$ cat config.mk
export PLATFORM = sky130hd
export DESIGN_NAME = fnd_scan_ctrl_flat
export DESIGN_NICKNAME = d
export VERILOG_FILES = /design/src/rtl/fnd_scan_ctrl_pkg.sv /design/src/rtl/fnd_scan_ctrl_if.sv /design/src/rtl/fnd_scan_ctrl_tc_counter.sv /design/src/rtl/fnd_scan_ctrl.sv /design/src/flat_wrapper.sv
export SDC_FILE = /design/constraint.sdc
export NUM_CORES = 1
export LEC_CHECK = 0
export BUFFER_PORTS_ARGS = -buffer_cell sky130_fd_sc_hd__buf_2
export CORE_MARGIN = 4
export CORE_UTILIZATION = 60
export DETAILED_ROUTE_END_ITERATION = 10
export PLACE_DENSITY = 0.83
export REMOVE_ABC_BUFFERS = 1
export SETUP_SLACK_MARGIN = 0.05
export SLEW_MARGIN = 20
export SYNTH_ARGS = -nofsm -noshare
export SYNTH_HDL_FRONTEND = slang
export SYNTH_SLANG_ARGS = --single-unit
$ cat constraint.sdc
create_clock -name i_clk -period 3.8 [get_ports i_clk]
set_input_delay 0 -clock i_clk [delete_from_list [all_inputs] [get_ports i_clk]]
set_output_delay 0 -clock i_clk [all_outputs]
set_load 0.01 [all_outputs]
$ cat src/rtl/fnd_scan_ctrl_pkg.sv
// ============================================================================
//  Module   : fnd_scan_ctrl_pkg
//  Brief    : Shared types, constants and helpers for the FND digit scanner.
//  Revision : 1.0
// ============================================================================
`default_nettype none

package fnd_scan_ctrl_pkg;

    localparam int         c_FND_MAX_DIGITS = 8;
    localparam logic       c_COM_ON         = 1'b0;
    localparam logic [7:0] c_COM_ALL_OFF    = 8'hFF;

    typedef enum logic [1:0] {
        S_OFF  = 2'd0,
        S_SHOW = 2'd1,
        S_GAP  = 2'd2
    } scan_state_t;

    function automatic logic [2:0] next_sel(input logic [2:0] sel, input int num_digits);
        return (int'(sel) == num_digits - 1) ? 3'd0 : sel + 3'd1;
    endfunction

    // Common pattern for a lit slot; a masked digit keeps every common off.
    function automatic logic [7:0] com_decode(input logic [2:0] sel, input logic [7:0] mask);
        logic [7:0] com;
        com = c_COM_ALL_OFF;
        if (!mask[sel]) begin
            com[sel] = c_COM_ON;
        end
        return com;
    endfunction

endpackage

`default_nettype wire

$ cat src/rtl/fnd_scan_ctrl_if.sv
// ============================================================================
//  Module   : fnd_scan_ctrl_if
//  Brief    : Control/display bundle between the scan controller and its user.
//  Revision : 1.0
// ============================================================================
`default_nettype none

interface fnd_scan_ctrl_if;

    logic       i_on;
    logic [7:0] i_blank_mask;
    logic [2:0] o_sel;
    logic [7:0] o_com;
    logic       o_tick;
    logic       o_frame;

    modport master (
        output i_on,
        output i_blank_mask,
        input  o_sel,
        input  o_com,
        input  o_tick,
        input  o_frame
    );

    modport slave (
        input  i_on,
        input  i_blank_mask,
        output o_sel,
        output o_com,
        output o_tick,
        output o_frame
    );

endinterface

`default_nettype wire

$ cat src/rtl/fnd_scan_ctrl_tc_counter.sv
// ============================================================================
//  Module   : tc_counter
//  Brief    : Count-up slot counter with synchronous clear and terminal flag.
//  Revision : 1.0
// ============================================================================
`default_nettype none

module tc_counter #(
    parameter int CNT_W = 17
) (
    input  wire logic             clk,
    input  wire logic             rst,
    input  wire logic             i_clr,
    input  wire logic             i_en,
    input  wire logic [CNT_W-1:0] i_term,
    output logic      [CNT_W-1:0] o_cnt,
    output logic                  o_tc
);

    logic [CNT_W-1:0] r_cnt;

    always_ff @(posedge clk or posedge rst) begin
        if (rst) begin
            r_cnt <= '0;
        end else if (i_clr) begin
            r_cnt <= '0;
        end else if (i_en) begin
            r_cnt <= r_cnt + 1'b1;
        end
    end

    assign o_cnt = r_cnt;
    assign o_tc  = (r_cnt == i_term);

endmodule

`default_nettype wire

$ cat src/rtl/fnd_scan_ctrl.sv
// ============================================================================
//  Module   : fnd_scan_ctrl
//  Brief    : Time-multiplexed 7-segment digit scanner with inter-digit gap.
//  Revision : 1.0
// ============================================================================
`default_nettype none

module fnd_scan_ctrl
    import fnd_scan_ctrl_pkg::*;
#(
    parameter int NUM_DIGITS  = 8,
    parameter int SHOW_CYCLES = 100000,
    parameter int GAP_CYCLES  = 1000,
    parameter int CNT_W       = 17
) (
    input  wire logic           i_clk,
    input  wire logic           i_reset,
    fnd_scan_ctrl_if.slave      bus
);

    localparam logic [CNT_W-1:0] c_SHOW_TERM = CNT_W'(SHOW_CYCLES - 1);
    localparam logic [CNT_W-1:0] c_GAP_TERM  = CNT_W'((GAP_CYCLES > 0) ? GAP_CYCLES - 1 : 0);
    localparam bit               c_HAS_GAP   = (GAP_CYCLES > 0);

    scan_state_t      r_state;
    logic [2:0]       r_sel;
    logic [7:0]       r_com;
    logic             r_tick;
    logic             r_frame;

    logic [CNT_W-1:0] w_cnt;
    logic [CNT_W-1:0] w_term;
    logic             w_tc;
    logic             w_clr;
    logic             w_en;
    logic [2:0]       w_sel_adv;

    // The one counter serves both slot phases; only the terminal value changes.
    assign w_term    = (r_state == S_GAP) ? c_GAP_TERM : c_SHOW_TERM;
    assign w_clr     = !bus.i_on || (r_state == S_OFF) || w_tc;
    assign w_en      = (r_state != S_OFF);
    assign w_sel_adv = next_sel(r_sel, NUM_DIGITS);

    tc_counter #(
        .CNT_W (CNT_W)
    ) u_slot_cnt (
        .clk    (i_clk),
        .rst    (i_reset),
        .i_clr  (w_clr),
        .i_en   (w_en),
        .i_term (w_term),
        .o_cnt  (w_cnt),
        .o_tc   (w_tc)
    );

    always_ff @(posedge i_clk or posedge i_reset) begin
        if (i_reset) begin
            r_state <= S_OFF;
            r_sel   <= 3'd0;
            r_com   <= c_COM_ALL_OFF;
            r_tick  <= 1'b0;
            r_frame <= 1'b0;
        end else begin
            r_tick  <= 1'b0;
            r_frame <= 1'b0;
            if (!bus.i_on) begin
                r_state <= S_OFF;
                r_sel   <= 3'd0;
                r_com   <= c_COM_ALL_OFF;
            end else begin
                case (r_state)
                    S_OFF: begin
                        r_state <= S_SHOW;
                        r_sel   <= 3'd0;
                        r_com   <= com_decode(3'd0, bus.i_blank_mask);
                    end
                    S_SHOW: begin
                        if (w_tc && c_HAS_GAP) begin
                            r_state <= S_GAP;
                            r_com   <= c_COM_ALL_OFF;
                        end else if (w_tc) begin
                            // Gapless scan: step straight to the next digit.
                            r_sel   <= w_sel_adv;
                            r_tick  <= 1'b1;
                            r_frame <= (w_sel_adv == 3'd0);
                            r_com   <= com_decode(w_sel_adv, bus.i_blank_mask);
                        end else begin
                            r_com   <= com_decode(r_sel, bus.i_blank_mask);
                        end
                    end
                    S_GAP: begin
                        if (w_tc) begin
                            r_state <= S_SHOW;
                            r_sel   <= w_sel_adv;
                            r_tick  <= 1'b1;
                            r_frame <= (w_sel_adv == 3'd0);
                            r_com   <= com_decode(w_sel_adv, bus.i_blank_mask);
                        end else begin
                            r_com   <= c_COM_ALL_OFF;
                        end
                    end
                    default: begin
                        r_state <= S_OFF;
                        r_sel   <= 3'd0;
                        r_com   <= c_COM_ALL_OFF;
                    end
                endcase
            end
        end
    end

    assign bus.o_sel   = r_sel;
    assign bus.o_com   = r_com;
    assign bus.o_tick  = r_tick;
    assign bus.o_frame = r_frame;

endmodule

`default_nettype wire

$ cat src/flat_wrapper.sv
// flat-port wrapper written by rule: the top's interface ports become plain ports
module fnd_scan_ctrl_flat import fnd_scan_ctrl_pkg::*;
#(
    parameter int NUM_DIGITS  = 8,
    parameter int SHOW_CYCLES = 100000,
    parameter int GAP_CYCLES  = 1000,
    parameter int CNT_W       = 17
)
  (i_clk, i_reset, bus_i_on, bus_i_blank_mask, bus_o_sel, bus_o_com, bus_o_tick, bus_o_frame);
  fnd_scan_ctrl_if bus_i ();
  input  wire logic i_clk;
  input  wire logic i_reset;
  input wire logic [$bits(bus_i.i_on)-1:0] bus_i_on;
  input wire logic [$bits(bus_i.i_blank_mask)-1:0] bus_i_blank_mask;
  output wire logic [$bits(bus_i.o_sel)-1:0] bus_o_sel;
  output wire logic [$bits(bus_i.o_com)-1:0] bus_o_com;
  output wire logic [$bits(bus_i.o_tick)-1:0] bus_o_tick;
  output wire logic [$bits(bus_i.o_frame)-1:0] bus_o_frame;
  assign bus_i.i_on = bus_i_on;
  assign bus_i.i_blank_mask = bus_i_blank_mask;
  assign bus_o_sel = bus_i.o_sel;
  assign bus_o_com = bus_i.o_com;
  assign bus_o_tick = bus_i.o_tick;
  assign bus_o_frame = bus_i.o_frame;
  fnd_scan_ctrl #(.NUM_DIGITS(NUM_DIGITS), .SHOW_CYCLES(SHOW_CYCLES), .GAP_CYCLES(GAP_CYCLES), .CNT_W(CNT_W)) u_core (.i_clk(i_clk), .i_reset(i_reset), .bus(bus_i));
endmodule
* Word level (Yosys, flattened, before mapping)
Cells that the tools add are included.
** Word-level totals
- Register bits :: 32
- Input bits :: 11
- Word-level logic and storage cells :: 64
** Cells by class
- Add/subtract/negate cells :: 2
- $lt $le $gt $ge :: 4
- Equal/unequal tests :: 7
- Multiplexer cells :: 32
- Bitwise operators :: 2
- Reductions and logical operators :: 11
** Operator list (count)
- $mux 17 :: 3
- $mux 8 :: 5
- $pmux 8 s3 :: 1
- $add 17x1->17 const B :: 1
- $eq 17x17->1 :: 1
- $not 8->8 :: 2
- $mux 1 :: 11
- $mux 3 :: 3
- $lt 3x4->1 const B :: 2
- $bmux 1 s3 :: 2
- $demux 1 s3 :: 2
- $ge 3x1->1 const B :: 2
- $mux 2 :: 3
- $ne 3x2->1 const B :: 2
- $pmux 2 s3 :: 1
- $pmux 3 s2 :: 1
- $reduce_and 2->1 :: 2
- $reduce_bool 2->1 :: 2
- $add 3x1->3 const B :: 1
- $eq 3x1->1 const B :: 1
- $logic_not 3->1 :: 1
- $eq 2x1->1 const B :: 1
- $eq 2x2->1 const B :: 1
- $logic_and 1x1->1 :: 2
- 4 further kinds :: 5

* Depth between registers and ports, before layout
- Word-level depth :: 11
- Gate-level depth with buffers :: 8
- Depth with buffers taken out :: 7

* Hierarchy
From an unflattened synthesis, not the netlist that was laid out.
** Second synthesis, totals
- Cells, all modules :: 200
- Area total of the unflattened synthesis :: 1963.1 sq um
** By module, submodules not included
- tc_counter :: times used 1, cells each 112, area each 1074.8 sq um, seq. area each 425.4 sq um
- fnd_scan_ctrl :: times used 1, cells each 88, area each 888.4 sq um, seq. area each 385.4 sq um

* Worst setup path before layout
Ideal clock, no wire load.
- Path kind :: register to register
- Start point :: register u_core.r_sel[1], in the netlist u_core.bus.o_sel[1]
- End point :: register u_core.r_com[5], in the netlist u_core.bus.o_com[5]
- Library setup time :: 91 ps
- Arrival time :: 2063 ps
- Data required time :: 3709 ps
- Slack :: 1646 ps
- Stages on the path, launching flop included :: 9
- Path buffers :: 1
- Cells stage by stage :: dfrtp_1 ha_1 ha_1 clkbuf_1 mux2_2 nor4_1 nand3_1 nor2_1 o21ai_1
** On the way
- Cells in the longest elaborated chain, start to end :: 11
- Elaborated cells between the ends (all ways) :: 25
** RTL lines
- start: declaration :: RTL line fnd_scan_ctrl.sv:26 : logic [2:0] r_sel;
- start signal: assignment :: RTL line fnd_scan_ctrl.sv:83 : r_sel <= w_sel_adv;
- start signal: assignment :: RTL line fnd_scan_ctrl.sv:94 : r_sel <= w_sel_adv;
- $add 3x1->3 or $eq 3x1->1 (tied branches) :: RTL line fnd_scan_ctrl_pkg.sv:21 : return (int'(sel) == num_digits - 1) ? 3'd0 : sel + 3'd1;
- $mux 3 :: RTL line fnd_scan_ctrl_pkg.sv:21
- $lt 3x4->1 or $ge 3x1->1 (tied branches)
- $logic_and 1x1->1 (not written as such) :: RTL line fnd_scan_ctrl_pkg.sv:29 : com[sel] = c_COM_ON;
- $mux 1
- $demux 1 s3
- $not 8->8 (no line)
- $mux 8 :: RTL line fnd_scan_ctrl_pkg.sv:28 : if (!mask[sel]) begin
- $mux 8 :: RTL line fnd_scan_ctrl.sv:92 : if (w_tc) begin
- $pmux 8 s3 (*) :: RTL line fnd_scan_ctrl.sv:71 : case (r_state)
- $mux 8 (*) :: RTL line fnd_scan_ctrl.sv:66 : if (!bus.i_on) begin
- end signal: assignment :: RTL line fnd_scan_ctrl.sv:69 : r_com <= c_COM_ALL_OFF;
- end signal: assignment :: RTL line fnd_scan_ctrl.sv:75 : r_com <= com_decode(3'd0, bus.i_blank_mask);
- end signal: assignment :: RTL line fnd_scan_ctrl.sv:97 : r_com <= com_decode(w_sel_adv, bus.i_blank_mask);
- end: declaration :: RTL line fnd_scan_ctrl.sv:27 : logic [7:0] r_com;
Mark *: on every way between the ends. The rest lies on a longest branch, timed or not. The select of a mux whose other input is x is not followed.
A chain may end at the register's enable or synchronous reset.

* Worst setup path in the final report
- Start point :: register u_core.r_sel[0], in the netlist u_core.bus.o_sel[0]
- End point :: register u_core.r_com[5], in the netlist u_core.bus.o_com[5]
The elaborated chain is that of the path after synthesis.

==> qor.log <==
[routing] Initial DRC Count 79
[yosys] total number of yosys warnings 0
[placement] count of buffers from port buffering 23
[floorplan] overall die height 62.86 um
[worst_setup_path] critical path fanouts, max 14
[global_route] GR peak layer met2
[layout] count of nets after finishing 222
[routing] Routed WL 3.860 mm
[floorplan] number of top-level pins 24
[routing] post-DR vias/cell 6.067
[pwr] switching share of power 0.2420
[sta] final setup vio count 0
[sta] post-route fraction of the period consumed by the critical path 0.6282
[worst_setup_path] CP startpoint kind flip-flop
[clocking] clock buffers created by TritonCTS 5
[sta] worst-case setup margin in the final layout 1.413 ns
[layout] multi-input logic area 947.2 um^2
[yosys] synthesized area 0.001805 mm^2
[placement] Post-Place Worst Slack 1.478 ns
[layout] leading cell type in the layout, fill and taps excluded nor2_1
[yosys] average instance area after synthesis 10.09 um^2
[placement] placer congestion estimate 0.8870
[global_route] antenna violations before repair 0
[worst_setup_path] CP max stage delay 0.56 ns
[clocking] register clock-pin slew on the reported worst setup and hold paths 0.10 ns
[sta] Setup Skew 0.01649 ns
[routing] number of iterations in the first detailed-routing pass 5
[global_route] first-pass GRT wire length 6.768 mm
[global_route] number of global-route vias before repair 1437
[hold_path] hold crit path type in2reg
[clocking] TritonCTS clock tree built
[floorplan] die area 0.003951 mm^2
[layout] signed area change from the synthesized netlist to the final layout 11.09%
[worst_setup_path] CP Capture Type flip-flop
[routing] Residual DRC 0
[sta] maximum frequency from static timing analysis 418.9 MHz
[pwr] worst IR drop on VDD 0.2339 mV
[layout] Storage cell area 810.8 um^2
[worst_setup_path] Setup Crit Path Kind reg2reg
[worst_setup_path] slowest stage cell, crit path dfrtp_1
[clocking] worst-case clock buffer depth 2
[floorplan] horizontal die dimension 62.86 um
[floorplan] core footprint 0.002805 mm^2
[routing] ANT nets after route 0
[worst_setup_path] most frequent cell on the critical path ha_1
[floorplan] initial core utilization 0.6436
[job] Max-Cap Viols 0
[clocking] clock tree sinks 32
[worst_setup_path] cells along the critical path ha_1 > ha_1 > mux2_2 > nor4_1 > nand3_1 > nor2_1 > o21ai_1
[pwr] Psw 0.0001372 W
[pwr] clock power share 0.329
[worst_setup_path] CP Data Required Time 4.05 ns
[floorplan] standard-cell rows 19
[sta] worst slew margin relative to its limit 0.6836
[sta] post-layout min period 2.387 ns
[yosys] synthesized netlist cell count 179
[global_route] largest net degree at the start of global routing 33
[layout] number of inserted filler cells in the final layout 232
[placement] detailed-placement wirelength estimate 2.827 mm
[global_route] gr usage total 0.2195
[global_route] met3 track demand over resource 0.04317
[routing] number of vias in the routed layout 1450
[sta] sum of negative setup slack 0 ns
[yosys] share of synthesized registers carrying an async set or reset 1.000
[pwr] sequential group share of total power 0.610
[routing] Routed WL per cell 16.15 um
[layout] top library cells by usage in the layout, fill and taps aside nor2_1, dfrtp_1, buf_2, nand2_1, xnor2_1
[sta] transition time of the tightest slew-check pin 0.4746 ns
[global_route] grt total ovfl 0
[global_route] M2 GR Usage 0.3382
[yosys] Post-synth top flop dfrtp_1
[pwr] Int Pwr 0.0004296 W
[pwr] leakage dissipation 0.8484 nW
[pwr] fraction of power consumed by combinational cells 0.062
[clocking] Clk Latency, worst-skew pair 0.35 ns
[clocking] total number of H-tree levels 2
[clocking] post-cts sizing count 0
[layout] proportion of layout cells with a drive suffix above 1 0.2596
[yosys] post-synth cell types 49
[sta] setup repair after global routing missed its margin no
[sta] number of pins with negative max-slew slack in the final report 0
[outcome] status finished clean
[pwr] total power divided by cell area 282.6 mW/mm^2
[yosys] flops & latches, synth 32
[yosys] share of synthesized area occupied by flip-flops and latches 0.4491
[layout] number of antenna diodes 0
[worst_setup_path] data arrival at the endpoint of the critical path 2.64 ns
[clocking] root buffer cell clkbuf_4
[global_route] GR met1 Demand/Resource 0.2915
[yosys] count of flip-flops with a built-in enable after synthesis 0
[sta] count of final hold-check violations 0
## critical path: cells and delay by family (launching register included)
family / cells / cell delay [ns]
simple gates: 3 / 0.53
flops: 1 / 0.56
mux: 1 / 0.38
fa+ha+maj: 2 / 0.76
compound gates: 1 / 0.07
## sequential cells by signal, indices dropped and copies added (netlist names)
signal                   cells
u_core.u_slot_cnt.o_cnt     17
u_core.bus.o_com             8
u_core.bus.o_sel             3
u_core.r_state               2
u_core.bus.o_frame           1
u_core.bus.o_tick            1
## power groups by stage
stage          clock [W]  combinational (W)  sequential [W]
2_1_floorplan          0          0.0000194        0.000352
3_3_place_gp           0          0.0000334        0.000352
3_5_place_dp           0          0.0000345        0.000352
4_1_cts         0.000196          0.0000355        0.000346
5_1_grt         0.000207          0.0000391        0.000346
6_report        0.000186          0.0000349        0.000346
## repair_timing
action	4_1_cts	5_1_grt
hold buffers	1	0
hold endpoints to repair	24	0
buffers inserted	0	0
## stage by stage
step                      hold WS [ns]    util  instance area (um^2)  total power, W  instances
after global placement         0.08532  0.6936                  1946       0.0003851        230
after CTS                     0.004697  0.7150                  2006       0.0005767        239
final                          0.02525  0.7150                  2006       0.0005667        239
after detailed placement       0.09255  0.6936                  1946       0.0003863        230
after global routing           0.02842  0.7150                  2006       0.0005922        239
after floorplan                0.05093       -                  1777       0.0003713        174
## area by class of cell
class,instances,share of cell area
Tap cell,31,0.01934
Clock inverter,1,0.002495
Sequential cell,32,0.4042
Multi-Input combinational cell,137,0.4722
Inverter,5,0.009357
Timing Repair Buffer,26,0.06987
Clock buffer,7,0.02246
## metal layers
metal	vias up	wire length (um)
li1	695	-
met1	695	1747
met2	54	1848
met3	6	198
met4	0	65
met5	-	0
## final timing paths
check | cells past startpoint | to | from | slack, ns
worst max register to register | 7 | u_core.bus.o_com[5] | u_core.bus.o_sel[0] | 1.41
max in group asynchronous | 4 | u_core.bus.o_com[6] | i_reset | 3.21
worst min register to register | 1 | u_core.u_slot_cnt.o_cnt[0] | u_core.u_slot_cnt.o_cnt[0] | 0.46
min in group asynchronous | 4 | u_core.u_slot_cnt.o_cnt[10] | i_reset | 0.26
worst max-delay path | 7 | u_core.bus.o_com[5] | u_core.bus.o_sel[0] | 1.41
worst min-delay path | 2 | u_core.bus.o_com[5] | bus_i_on | 0.03
## cells by family after synthesis
| group | Yosys count | share of synthesized area |
|---|---|---|
| AO/OA/AOI/OAI | 21 | 0.09980 |
| XOR/XNOR | 15 | 0.07276 |
| adder cells (fa/ha/maj) | 4 | 0.02772 |
| buffers and inverters | 10 | 0.02634 |
| flip-flops | 32 | 0.4491 |
| multiplexers | 8 | 0.04782 |
| AND/OR/NAND/NOR | 89 | 0.2765 |
## synth_stat cells, types with 2 or more instances
library cell | n | area [um^2]
nand4_1 | 6 | 37.54
and4_1 | 2 | 17.52
o21ai_0 | 2 | 10.01
clkbuf_1 | 2 | 7.510
dfrtp_1 | 24 | 600.6
mux2_2 | 4 | 45.04
xor2_1 | 5 | 43.79
mux2i_1 | 3 | 30.03
nor3b_1 | 4 | 30.03
a22oi_1 | 5 | 37.54
nand3_1 | 8 | 40.04
ha_1 | 4 | 50.05
dfstp_2 | 8 | 210.2
buf_2 | 2 | 10.01
nand2_1 | 13 | 48.80
nor2b_1 | 5 | 31.28
a21oi_1 | 2 | 10.01
nor3_1 | 4 | 20.02
nor2_1 | 25 | 93.84
inv_1 | 5 | 18.77
xnor2_1 | 10 | 87.58
and3_1 | 9 | 56.30
(Power assumes the default switching activity.)
